==> src/rtl/spi_frame_sender.sv <==
// spi_frame_sender: SPI mode-0 master that streams one row-major frame, MSB first, per start request.
// Define SPI_FRAME_SENDER_HEADER_EN to prefix each frame with the `cmd` header byte.
module spi_frame_sender #(
    parameter int unsigned rows    = 8,
    parameter int unsigned columns = 32,
    parameter int unsigned width   = 24,
    parameter int unsigned clkdiv  = 2,
    parameter logic [7:0]  cmd     = 8'h01
) (
    input  logic                       clk,
    input  logic                       rst,
    input  logic                       start,
    output logic                       busy,
    output logic                       done,
    output logic [$clog2(rows)-1:0]    rrow,
    output logic [$clog2(columns)-1:0] rcol,
    input  logic [width-1:0]           rdata,
    output logic                       sclk,
    output logic                       ss,
    output logic                       mosi
);

    localparam int unsigned RW = $clog2(rows);
    localparam int unsigned CW = $clog2(columns);
    localparam int unsigned DW = $clog2(clkdiv + 1);
    localparam int unsigned BW = $clog2(width + 9);
    localparam int unsigned PW = $clog2(rows * columns + 1);

    localparam logic [RW-1:0] LAST_ROW = RW'(rows - 1);
    localparam logic [CW-1:0] LAST_COL = CW'(columns - 1);
    localparam logic [DW-1:0] DIV_LAST = DW'(clkdiv - 1);
    localparam logic [PW-1:0] NPIX     = PW'(rows * columns);

`ifdef SPI_FRAME_SENDER_HEADER_EN
    localparam bit HDR_EN = 1'b1;
`else
    localparam bit HDR_EN = 1'b0;
`endif

    typedef enum logic [2:0] {IDLE, FETCH, SHIFT, TAIL, HEADER} state_t;

    state_t           state, state_d;
    logic [width-1:0] sreg, sreg_d;
    logic [DW-1:0]    div_cnt, div_d;
    logic [BW-1:0]    bit_cnt, bit_d, unit_last;
    logic [PW-1:0]    pix_cnt, pix_d;
    logic             hdr, hdr_d;
    logic             sclk_d, ss_d, busy_d, done_d;
    logic [RW-1:0]    rrow_d, nxt_row;
    logic [CW-1:0]    rcol_d, nxt_col;

    // Shifting on every falling edge leaves sreg cleared after the last bit, so mosi idles low.
    assign mosi      = sreg[width-1];
    assign unit_last = hdr ? BW'(7) : BW'(width - 1);

    always_comb begin
        nxt_row = rrow;
        nxt_col = rcol + 1'b1;
        if (rcol == LAST_COL) begin
            nxt_col = '0;
            nxt_row = (rrow == LAST_ROW) ? '0 : rrow + 1'b1;
        end
    end

    always_comb begin
        state_d = state;
        sreg_d  = sreg;
        sclk_d  = sclk;
        ss_d    = ss;
        busy_d  = busy;
        done_d  = 1'b0;
        rrow_d  = rrow;
        rcol_d  = rcol;
        div_d   = div_cnt;
        bit_d   = bit_cnt;
        pix_d   = pix_cnt;
        hdr_d   = hdr;
        case (state)
            IDLE: begin
                ss_d   = 1'b1;
                sclk_d = 1'b0;
                busy_d = 1'b0;
                if (start) begin
                    state_d = HDR_EN ? HEADER : FETCH;
                    ss_d    = 1'b0;
                    busy_d  = 1'b1;
                    rrow_d  = '0;
                    rcol_d  = '0;
                    div_d   = '0;
                    bit_d   = '0;
                    pix_d   = '0;
                end
            end
            HEADER: begin
                sreg_d                = '0;
                sreg_d[width-1 -: 8]  = cmd;
                hdr_d                 = 1'b1;
                state_d               = SHIFT;
            end
            FETCH: begin
                sreg_d  = rdata;
                rrow_d  = nxt_row;
                rcol_d  = nxt_col;
                pix_d   = pix_cnt + 1'b1;
                hdr_d   = 1'b0;
                state_d = SHIFT;
            end
            SHIFT: begin
                if (div_cnt == DIV_LAST) begin
                    div_d  = '0;
                    sclk_d = ~sclk;
                    if (sclk) begin
                        sreg_d = sreg << 1;
                        bit_d  = bit_cnt + 1'b1;
                        if (bit_cnt == unit_last) begin
                            bit_d = '0;
                            if (pix_cnt == NPIX) begin
                                state_d = TAIL;
                            end else begin
                                // Next pixel was prefetched during this one; reload without an sclk gap.
                                sreg_d = rdata;
                                rrow_d = nxt_row;
                                rcol_d = nxt_col;
                                pix_d  = pix_cnt + 1'b1;
                                hdr_d  = 1'b0;
                            end
                        end
                    end
                end else begin
                    div_d = div_cnt + 1'b1;
                end
            end
            TAIL: begin
                sclk_d = 1'b0;
                if (div_cnt == DIV_LAST) begin
                    div_d   = '0;
                    state_d = IDLE;
                    ss_d    = 1'b1;
                    busy_d  = 1'b0;
                    done_d  = 1'b1;
                end else begin
                    div_d = div_cnt + 1'b1;
                end
            end
            default: state_d = IDLE;
        endcase
    end

    always_ff @(posedge clk) begin
        if (rst) begin
            state   <= IDLE;
            sreg    <= '0;
            sclk    <= 1'b0;
            ss      <= 1'b1;
            busy    <= 1'b0;
            done    <= 1'b0;
            rrow    <= '0;
            rcol    <= '0;
            div_cnt <= '0;
            bit_cnt <= '0;
            pix_cnt <= '0;
            hdr     <= 1'b0;
        end else begin
            state   <= state_d;
            sreg    <= sreg_d;
            sclk    <= sclk_d;
            ss      <= ss_d;
            busy    <= busy_d;
            done    <= done_d;
            rrow    <= rrow_d;
            rcol    <= rcol_d;
            div_cnt <= div_d;
            bit_cnt <= bit_d;
            pix_cnt <= pix_d;
            hdr     <= hdr_d;
        end
    end

endmodule

==> config.mk <==
export PLATFORM = sky130hd
export DESIGN_NAME = spi_frame_sender
export DESIGN_NICKNAME = d
export VERILOG_FILES = /design/src/rtl/spi_frame_sender.sv
export SDC_FILE = /design/constraint.sdc
export NUM_CORES = 1
export LEC_CHECK = 0
export CAP_MARGIN = 10
export CORE_MARGIN = 5
export CORE_UTILIZATION = 35
export CTS_BUF_LIST = sky130_fd_sc_hd__clkbuf_4 sky130_fd_sc_hd__clkbuf_8
export CTS_CLUSTER_DIAMETER = 80
export DETAILED_ROUTE_END_ITERATION = 8
export GPL_TIMING_DRIVEN = 0
export PLACE_DENSITY = 0.6
export RECOVER_POWER = 25
export SETUP_SLACK_MARGIN = 0.2
export SLEW_MARGIN = 0
export SYNTH_ARGS = -nofsm -noshare
export SYNTH_HDL_FRONTEND = slang
export SYNTH_SLANG_ARGS = --single-unit
==> constraint.sdc <==
create_clock -name clk -period 2.7 [get_ports clk]
set_input_delay 0.54 -clock clk [delete_from_list [all_inputs] [get_ports clk]]
set_output_delay 0.54 -clock clk [all_outputs]
set_load 0.01 [all_outputs]
* Yosys cells after proc, flatten, opt, wreduce, memory -nomap -nowiden
Cells that the tools add are included.
** Word-level totals
- Logic and storage cells :: 110
- Flip-flop bits (word level) :: 57
- Output and inout port bits :: 13
- Input bits :: 27
** Operators by class
- Reduce and logical (&&, ||, !) cells :: 19
- $add $sub $neg :: 5
- Bitwise gates (word level) :: 2
- Equal/unequal tests :: 16
- Multiplexer cells :: 56
** Operator list (count)
- 2-to-1 mux 24 bit :: 4
- one-hot mux 24 bit (3 select lines) :: 1
- 2-to-1 mux 9 bit :: 5
- 2-to-1 mux 3 bit :: 13
- 2-to-1 mux 5 bit :: 7
- one-hot mux 9 bit (3 select lines) :: 1
- 2-to-1 mux 6 bit :: 4
- one-hot mux 5 bit (3 select lines) :: 1
- inequality test 2 bit, second input constant :: 7
- one-hot mux 3 bit (4 select lines) :: 1
- one-hot mux 6 bit (2 select lines) :: 1
- AND reduction 6 bit :: 2
- 2-to-1 mux 1 bit :: 10
- adder 9 x 1 -> 9 bit, second input constant :: 1
- == test 9 bit, second input constant :: 1
- one-hot mux 3 bit (3 select lines) :: 1
- nonzero test 2 bit :: 4
- OR reduction 2 bit :: 4
- adder 6 x 1 -> 6 bit, second input constant :: 1
- == test 3 x 2 -> 1 bit, second input constant :: 2
- == test 3 bit, second input constant :: 2
- == test 6 x 5 -> 1 bit :: 1
- one-hot mux 1 bit (2 select lines) :: 3
- AND reduction 2 bit :: 3
- 15 further kinds :: 18

* Logic depth before layout (Yosys ltp)
Gate-level depths: netlist of run 1.
- Word-level depth :: 8
- Gate-level depth with buffers :: 9

* Least setup slack after synthesis of run 1
No wires, ideal clock.
- Kind :: flip-flop to flip-flop
- Start point :: register pix_cnt[0]
- End point :: register sreg[23]
- Stages on the path, launching flop included :: 10
- Setup time :: 0.132 ns
- Path slack :: 0.559 ns
- Data required time :: 2.568 ns
- Buffers on the path :: 2
- Arrival time :: 2.009 ns
- Cells stage by stage :: dfxtp_1 inv_1 ha_1 and4bb_2 a211oi_2 buf_6 buf_6 mux2_4 a221oi_2 nor3_1
** Between the ends
- Longest elaborated chain between the ends :: 6
** RTL lines
- start: declaration :: RTL line 46 : logic [PW-1:0] pix_cnt, pix_d;
- start signal: assignment :: RTL line 174 : pix_cnt <= pix_d;
- == test 9 bit :: RTL line 117 : if (pix_cnt == NPIX) begin
- 2-to-1 mux 24 bit :: RTL line 117
- 2-to-1 mux 24 bit :: RTL line 115 : if (bit_cnt == unit_last) begin
- 2-to-1 mux 24 bit :: RTL line 112 : if (sclk) begin
- 2-to-1 mux 24 bit :: RTL line 109 : if (div_cnt == DIV_LAST) begin
- one-hot mux 24 bit (3 select lines) :: RTL line 78 : case (state)
- end signal: assignment :: RTL line 165 : sreg <= sreg_d;
- end: declaration :: RTL line 43 : logic [width-1:0] sreg, sreg_d;
No other way between the ends. The select of a mux whose other input is x is not followed.
A chain may end at the register's enable or synchronous reset.

* Worst setup path in the final report of run 1
- Start point :: register pix_cnt[1]
- End point :: register sreg[22]
Same word-level chain as after synthesis.

==> metrics.txt, run 1 <==
clk_lat worst skew between 300 and 400 ps; fin util between 40% and 50%; Setup Viol. Count Final 0; worst slew pin tran 796.1 ps; commonest non-fill, non-tap cell in the layout dfxtp_1; slew margin rel. approximately 47%; GR Overflow Total 0; DRC 0; crit end category flip-flop; clk sinks 56; Worst Path Buf+Inv 3; simple logic cell fraction of the synthesized area 22.18%; CTS clk-pin slew, worst paths approximately 120 ps; die width approximately 110 µm; Core Area just under 9000 µm²; Vias 2759; layout net count 430; largest net degree at the start of global routing 18; fin area 3830 µm²; Unique masters post-synth 52; area of the mapped netlist roughly 3200 µm²; slowest stage delay, CP 440 ps; # port buffers 38; Synthesized Nets 382; pwr dens roughly 860 nW/µm²; fmax 430.3 MHz; GRT Overall Usage about 14%; crit-path max FO 10; Slew Limit Fails 0; Synth top area share 35.36%; mux contribution to synthesized area a little over a tenth; WHS a little under 500 ps; die area between 10000 and 15000 µm²; Root Buffer Master clkbuf_8; Synth Area in Adders about 4.7%; status complete, no violations; Leak 1.429 nW; largest family of logic cells by synthesized area simple AND/OR/NAND/NOR gates; VDD IR max about 290 µV; syn avg cell area slightly above 9 µm²; Initial DRT Pass Iterations 4; Die Y 105.2 µm; Compound-Gate Fraction of Synth Area between 20 and 25%; Final period util a little under nine tenths; number of synthesized flops with an enable pin 0; Setup Skew ~19 ps; post-route ant nets 0; hpwl dp about 5.5 mm; Routed WL per cell 15.16 µm; H-tree depth 2; slowest CP cell dfxtp_1; initial antenna violation count 0; max-cap viol count 0; Final Hold Vio Count 0; RSZ-0062 raised after global routing no; clock buffer depth 2; antenna cells 0; first-pass GRT wire length 12.90 mm; min Tclk post-route 2324 ps; share of layout cells above drive strength 1 around 16%; number of synthesis warnings 0; Synth Area in XOR/XNOR just under 2%; most frequent CP cell buf_6; setup ws final about 380 ps; FF+latch count, synth 56; Gate Count Post-Synth approximately 340; vias in the first global route ~2700; main area contributors after synthesis dfxtp_1 (35%), a221oi_2 (7.1%), mux2_4 (7.1%); dpl cell area ~3700 µm²; Min-Delay Path Class flip-flop to flip-flop; final WL 7.582 mm; CP arrival roughly 2500 ps; Syn-to-layout area delta 20.80%; Via density roughly 5.5; I/O pin cnt 40; hold_buf cts 0; ys async rst share 0%; Setup crit start kind flip-flop; setup TNS 0 ps; Initial Utilization approximately 36%; DRT iter0 DRCs 114; Critical Path RT around 2900 ps; CTS tree yes; Top delay family on crit path compound AO/OA/AOI/OAI gates; pre-CTS WS around 160 ps; sequential area share after synthesis 35.36%; most frequent cells in the layout dfxtp_1 (55), nor2_1 (46), nor3_1 (27); Rows 34; Main synth FF type dfxtp_1; Num CTS Buffers 5; critical-path cell list inv_1, ha_1, and4bb_2, a211oi_2, buf_6, buf_6, mux2_4, a221oi_2, nor3_1; GPL Wtd Cong a little over 0.8; cell taking the most area after synthesis dfxtp_1; crit path kind flip-flop to flip-flop
area by class of cell:
class	instances	area, µm²
Tap cell	108	135.1
Clock inverter	3	42.54
Inverter	6	22.52
Fill cell	847	4933
Buffer	23	122.6
Multi-Input combinational cell	258	1913
Timing Repair Buffer	41	402.9
Clock buffer	5	68.82
Sequential cell	56	1122
synth_stat cells (4+ instances only):
cell,n
dfxtp_1,56
nor3_1,27
a31oi_1,5
mux2_4,15
xnor2_1,5
inv_1,6
a21oi_1,16
a221oi_2,15
nand3_1,7
nor2b_1,4
nand3b_1,7
nor2_1,46
nand4_1,5
mux2_2,8
a221oi_1,8
clkbuf_1,16
o211ai_1,4
nand2_1,22
o21ai_0,7
ha_1,12
report_power, final:
part / leakage, nW / switching, mW / internal [mW]
Sequential: 0.457 / 0.114 / 1.01
Combinational: 0.918 / 0.929 / 0.686
Clock: 0.0541 / 0.282 / 0.275
Total: 1.43 / 1.33 / 1.97
worst reg2reg max path, delay by kind of cell (launching register included):
kind | cells | cell delay (ps)
flops | 1 | 440
compound gates | 2 | 500
mux | 1 | 320
fa+ha+maj | 1 | 170
simple gates | 2 | 330
buf+inv | 3 | 460
worst paths after layout:
check | from | to | slack, ps | cells after the start
hold / removal | bit_cnt[5] | bit_cnt[5] | 480 | 1
setup / recovery | pix_cnt[1] | sreg[22] | 380 | 9
hold reg to reg | bit_cnt[5] | bit_cnt[5] | 480 | 1
setup reg to reg | pix_cnt[1] | sreg[22] | 380 | 9
cell families (layout without fill, tap and decap cells):
family                     count (synthesis)  after routing
DFF                                       56             56
adders and majority gates                 12             12
buffers and inverters                     29             78
xor gates and xnor gates                   7              7
muxes                                     25             25
and+or+nand+nor                          138            138
AOI/OAI and AO/OA                         76             76
per-layer routing:
layer	part of all wire [%]	track usage, %	vias to the layer above
li1	-	-	1371
met1	47	17.65	1332
met2	48	22.66	46
met3	3.9	3.083	10
met4	1.3	3.562	0
met5	0	0	-
stage by stage:
| step | instances | total power [mW] |
|---|---|---|
| after floorplan | 343 | 2.315 |
| after detailed placement | 489 | 2.724 |
| after global routing | 500 | 3.567 |
| after global placement | 489 | 2.692 |
| after CTS | 497 | 3.283 |
| final | 500 | 3.293 |
flip-flops by register name (all words and copies together) (netlist names):
register / flops
div_cnt: 2
sclk: 1
done: 1
rcol: 5
hdr: 1
state: 2
busy: 1
rrow: 3
ss: 1
sreg: 24
bit_cnt: 6
pix_cnt: 9
timing repair:
item	CTS	global route
setup endpoints to repair	0	28
resized for setup	0	4
buffers inserted	0	3
Note: power is estimated with default switching activity, not from simulation.
==> inputs of run 2 (changes only) <==
--- a/config.mk
+++ b/config.mk
@@ -6,7 +6,6 @@
 export NUM_CORES = 1
 export LEC_CHECK = 0
 export CAP_MARGIN = 10
-export CORE_MARGIN = 5
 export CORE_UTILIZATION = 35
 export CTS_BUF_LIST = sky130_fd_sc_hd__clkbuf_4 sky130_fd_sc_hd__clkbuf_8
 export CTS_CLUSTER_DIAMETER = 80
==> constraint.sdc (replaced) <==
create_clock -name clk -period 2.5 [get_ports clk]
set_input_delay 0.5 -clock clk [delete_from_list [all_inputs] [get_ports clk]]
set_output_delay 0.5 -clock clk [all_outputs]
set_load 0.01 [all_outputs]
==> run 2 against run 1 <==
  * Largest cell class unchanged
  * Fmax increased by 2.7%
  * Clock power shrank 5.6%
  * Non-clock buffer count is 7 higher
  * Core utilization grew 1.0 points
  * Sequential cell count unchanged
  * Register-to-register slack got worse by 140 ps
  * Total power increased by 6.5%
==> metrics.txt, run 2 (synthesis gave the netlist of run 1 again) <==
H-tree depth 2; commonest non-fill, non-tap cell in the layout dfxtp_1; largest registers sreg x24, pix_cnt x9, bit_cnt x6; Setup Skew 8.506 ps; Slew Limit Fails 0; Top delay family on crit path compound AO/OA/AOI/OAI gates; antenna cells 0; Initial Utilization ~36%; Core Area 8763 µm²; DRC 0; crit path kind flip-flop to flip-flop; pwr dens 895.5 nW/µm²; max-cap viol count 0; clk sinks between 50 and 60; critical-path cell list inv_1, ha_1, and4bb_2, a211oi_4, buf_6, buf_4, mux2_2, a221oi_1, nor3_1; clk_lat worst skew 320 ps; worst slew pin tran about 780 ps; setup TNS 0 ps; WHS about 480 ps; GRT Overall Usage around 16%; share of layout cells above drive strength 1 slightly above 20%; Largest register FFs 24; fmax 441.9 MHz; largest net degree at the start of global routing 17; layout net count 437; Die Y approximately 97 µm; I/O pin cnt 40; Rows 34; Setup crit start kind flip-flop; most frequent cells in the layout dfxtp_1 (53), nor2_1 (45), nor3_1 (27); crit end category flip-flop; die area approximately 9400 µm²; Most flops, register sreg; Critical Path RT around 2700 ps; # port buffers 38; Num CTS Buffers 5; RSZ-0062 raised after global routing yes; min Tclk post-route about 2300 ps; final WL ~7.6 mm; first-pass GRT wire length roughly 13 mm; Syn-to-layout area delta 23.56%; Min-Delay Path Class flip-flop to flip-flop; Vias around 2700; initial antenna violation count 0; hpwl dp 5.307 mm; VDD IR max between 200 and 300 µV; Via density approximately 5.4; CP arrival 2450 ps; Final Hold Vio Count 0; die width between 90 and 100 µm; multi-input logic area roughly 1900 µm²; post-route non-filler standard cell count a little over 500; status complete, no violations; Initial DRT Pass Iterations 4; Worst Path Buf+Inv 3; Leak 1.485 nW; slew margin rel. a little under half; GR Overflow Total 0; Routed WL per cell 14.99 µm; slowest CP cell dfxtp_4; CTS tree yes; Register Area 1130 µm²; GPL Wtd Cong between 0.7 and 0.8; crit-path max FO 5; CTS clk-pin slew, worst paths 100 ps; Setup Viol. Count Final 0; Final period util about nine tenths; slowest stage delay, CP between 300 and 400 ps; post-route ant nets 0; Root Buffer Master clkbuf_8; DRT iter0 DRCs 123; placed cell count between 400 and 500; clock buffer depth 2; Fillers 860; vias in the first global route between 2000 and 3000
run 2: changes by cell type in the layout (fill, tap and decap cells not counted), moves of 2 or more:
cell and delta:
buf_4 +6, clkbuf_1 -4, clkbuf_2 +4, dfxtp_1 -2, dfxtp_4 +2
run 2: worst register-to-register path, cell delays in order, from the launching register on:
cell and delay [ps]:
dfxtp_4 360, inv_1 40, ha_1 170, and4bb_2 270, a211oi_4 300, buf_6 190
buf_4 130, mux2_2 330, a221oi_1 260, nor3_1 80
run 2: final cells by class:
class	count	share of cell area, %
Multi-Input combinational cell	258	49.66
Sequential cell	56	28.84
Timing Repair Buffer	48	11.56
Buffer	23	3.545
Tap cell	108	3.449
Clock buffer	6	2.108
Inverter	6	0.5749
Clock inverter	2	0.2555
run 2: path summary, 6_finish.rpt:
path | to | depth (start not counted) | start | slack [ps]
setup / recovery | sreg[8] | 9 | pix_cnt[0] | 240
hold / removal | pix_cnt[1] | 2 | pix_cnt[1] | 480
setup reg to reg | sreg[8] | 9 | pix_cnt[0] | 240
hold reg to reg | pix_cnt[1] | 2 | pix_cnt[1] | 480
run 2: layer usage:
layer | track usage, % | part of all wire [%] | wire length [µm]
met1 | 21.00 | 48 | 3646
met5 | 0 | 0 | 0
met4 | 5.166 | 1.6 | 120
met2 | 27.19 | 48 | 3634
met3 | 2.590 | 2.6 | 199
run 2: where the power goes:
part | internal [mW] | switching, mW
logic | 0.758 | 1.02
clock network | 0.222 | 0.304
registers | 1.09 | 0.113
total | 2.07 | 1.44
run 2: stage by stage:
| step | power [mW] | util (%) | worst slack [ps] | instance area [µm²] |
|---|---|---|---|---|
| after global routing | 3.775 | 44.70 | 162.1 | 3918 |
| after CTS | 3.496 | 43.33 | 211.5 | 3797 |
| after global placement | 2.902 | 42.06 | 5.761 | 3686 |
| final | 3.508 | 44.70 | 236.9 | 3918 |
| after detailed placement | 2.937 | 42.06 | -2.794 | 3686 |
| after floorplan | 2.500 | - | 359.4 | 3171 |
run 2: what timing repair did:
action | CTS | global route
gates resized for setup | 4 | 19
setup buffers | 1 | 8
pin swaps | 0 | 2
setup endpoints to repair | 29 | 44
cloned | 0 | 1
hold buffers | 0 | 0
==> inputs of run 3 (changes only) <==
--- a/config.mk
+++ b/config.mk
@@ -6,6 +6,7 @@
 export NUM_CORES = 1
 export LEC_CHECK = 0
 export CAP_MARGIN = 10
+export CORE_MARGIN = 2
 export CORE_UTILIZATION = 35
 export CTS_BUF_LIST = sky130_fd_sc_hd__clkbuf_4 sky130_fd_sc_hd__clkbuf_8
 export CTS_CLUSTER_DIAMETER = 80
==> run 3 against run 2 <==
  * Global-route usage fell by 0.54 points
  * Via count down 0.15%
  * Sequential power barely moved
  * Worst setup slack gained 16 ps
  * Worst hold slack about the same
  * Clock-buffer cell count increased by 1
  * Combinational power about the same
  * Non-clock buffer count up 2
  * Final area up 1.8%
  * Register-to-register slack gained 20 ps
  * Final cell count is 0.39% higher
  * Clock skew up 3.5 ps
  * Largest power group unchanged
==> metrics.txt, run 3 (synthesis gave the netlist of run 1 again) <==
status complete, no violations; Initial DRT Pass Iterations 4; sw power roughly 1.5 mW; slowest stage delay, CP between 300 and 400 ps; net switching fraction of the power around 40%; CTS tree yes; met3 usage between 3 and 4%; GRT Overall Usage 15.60%; Final period util around nine tenths; # port buffers 38; crit path from pix_cnt[0]; RSZ-0062 raised after global routing yes; dpl cell area approximately 3700 µm²; share of layout cells above drive strength 1 between 20% and 30%; vias in the first global route ~2700; Die Y 99.18 µm; met1 usage approximately a fifth; layout net count ~440; antenna cells 0; die area slightly below 10000 µm²; clock network power share around 15%; Initial Utilization 36.18%; die width 99.18 µm; Reg2Reg Depth 9; Min-Delay Path Class flip-flop to flip-flop; hpwl dp between 5 and 6 mm; DRT iter0 DRCs roughly 160; Setup crit start kind flip-flop; Gate power share 51.0%; pwr dens approximately 900 nW/µm²; Rows 34; hold_buf cts 0; CTS clk-pin slew, worst paths 100 ps; Root Buffer Master clkbuf_8; sequential power share around 34%; I/O pin cnt 40; min Tclk post-route 2247 ps; crit-path max FO 6; worst slew pin tran just under 800 ps; GR peak layer met2; Largest register FFs 24; GR Overflow Total 0; crit end category flip-flop; CP arrival 2440 ps; Vias between 2000 and 3000; DRC 0; clk_lat worst skew between 300 and 400 ps; Core Area ~8800 µm²; Slew Limit Fails 0; WHS about 480 ps; Syn-to-layout area delta 25.81%; Leak 1.511 nW; slowest CP cell dfxtp_4; Routed WL per cell about 15 µm; critical-path cell list inv_1, ha_1, and4bb_2, a211oi_4, buf_6, buf_4, mux2_2, a221oi_1, nor3_1; Critical Path RT roughly 2700 ps; clock buffer depth 2; largest registers sreg x24, pix_cnt x9, bit_cnt x6; post-route non-filler standard cell count 509; placed cell count between 400 and 500; worst reg-to-reg setup slack roughly 250 ps; met2 usage about a quarter; Hold Startpoint rcol[4]; Final Hold Vio Count 0; fin util between 40% and 50%; VDD IR max about 340 µV; post-route ant nets 0; Most flops, register sreg; GPL Wtd Cong 0.8114; final WL about 7.7 mm; first-pass GRT wire length 12.66 mm; R2R Path End sreg[7]; total power between 3 and 4 mW; Via density 5.338; worst r2r src pix_cnt[0]; clk sinks 56; Internal roughly 2.1 mW; max-cap viol count 0; H-tree depth 2; most frequent cells in the layout dfxtp_1 (52), nor2_1 (46), nor3_1 (27); largest net degree at the start of global routing 17; fmax between 400 and 500 MHz; Setup Viol. Count Final 0; commonest non-fill, non-tap cell in the layout dfxtp_1; Num CTS Buffers 5; worst setup path end sreg[7]; crit path kind flip-flop to flip-flop; slew margin rel. 48.73%; initial antenna violation count 0; Setup Skew around 12 ps; fin area approximately 4000 µm²
-- run 3: worst min-delay path by stage --
stage                            end  slack, ps  cells after the start
final                        rcol[4]        480                      2
after global routing      div_cnt[1]        510                      1
after CTS                 bit_cnt[5]        490                      1
after detailed placement  bit_cnt[5]        470                      1
after global placement    bit_cnt[5]        460                      1
after floorplan           bit_cnt[5]        440                      1
-- run 3: area by class of cell --
| class | count | area (µm²) |
|---|---|---|
| clock inverter | 1 | 7.507 |
| buffer | 23 | 138.9 |
| timing repair buffer | 50 | 485.5 |
| inverter | 6 | 22.52 |
| clock buffer | 7 | 90.09 |
| sequential | 56 | 1131 |
| multi-input combinational | 258 | 1978 |
| tap | 108 | 135.1 |
| fill | 817 | 4775 |
-- run 3: per-stage QoR --
step	setup TNS (ps)	worst slack [ps]
final	0	253.2
after floorplan	0	359.4
after CTS	0	202.9
after detailed placement	-75.74	-19.95
after global routing	0	163.5
after global placement	0	9.781
-- run 3: repair_timing --
item | 4_1_cts | 5_1_grt
resized for setup | 5 | 23
gates cloned | 0 | 2
setup endpoints to repair | 29 | 41
setup buffers | 1 | 9
endpoints found under the hold margin | 0 | 0
pin swaps | 0 | 3
-- run 3: power groups by stage --
| stage | clock network [mW] | logic (mW) | registers [mW] |
|---|---|---|---|
| after detailed placement | 0 | 1.71 | 1.23 |
| after global routing | 0.591 | 2.02 | 1.24 |
| after floorplan | 0 | 1.29 | 1.21 |
| after global placement | 0 | 1.69 | 1.22 |
| after CTS | 0.558 | 1.75 | 1.21 |
| final | 0.535 | 1.81 | 1.21 |
-- run 3: routing by layer --
layer	routed length (µm)	part of all wire [%]
met4	84	1.1
met3	225	2.9
met1	3826	50
met2	3556	46
met5	0	0
-- run 3: critical path: cells and delay by family (launching register included) --
family	cells	cell delay, ps
and+or+nand+nor	2	350
muxes	1	320
buffers and inverters	3	370
adders and majority gates	1	170
AOI/OAI and AO/OA	2	560
DFF	1	360
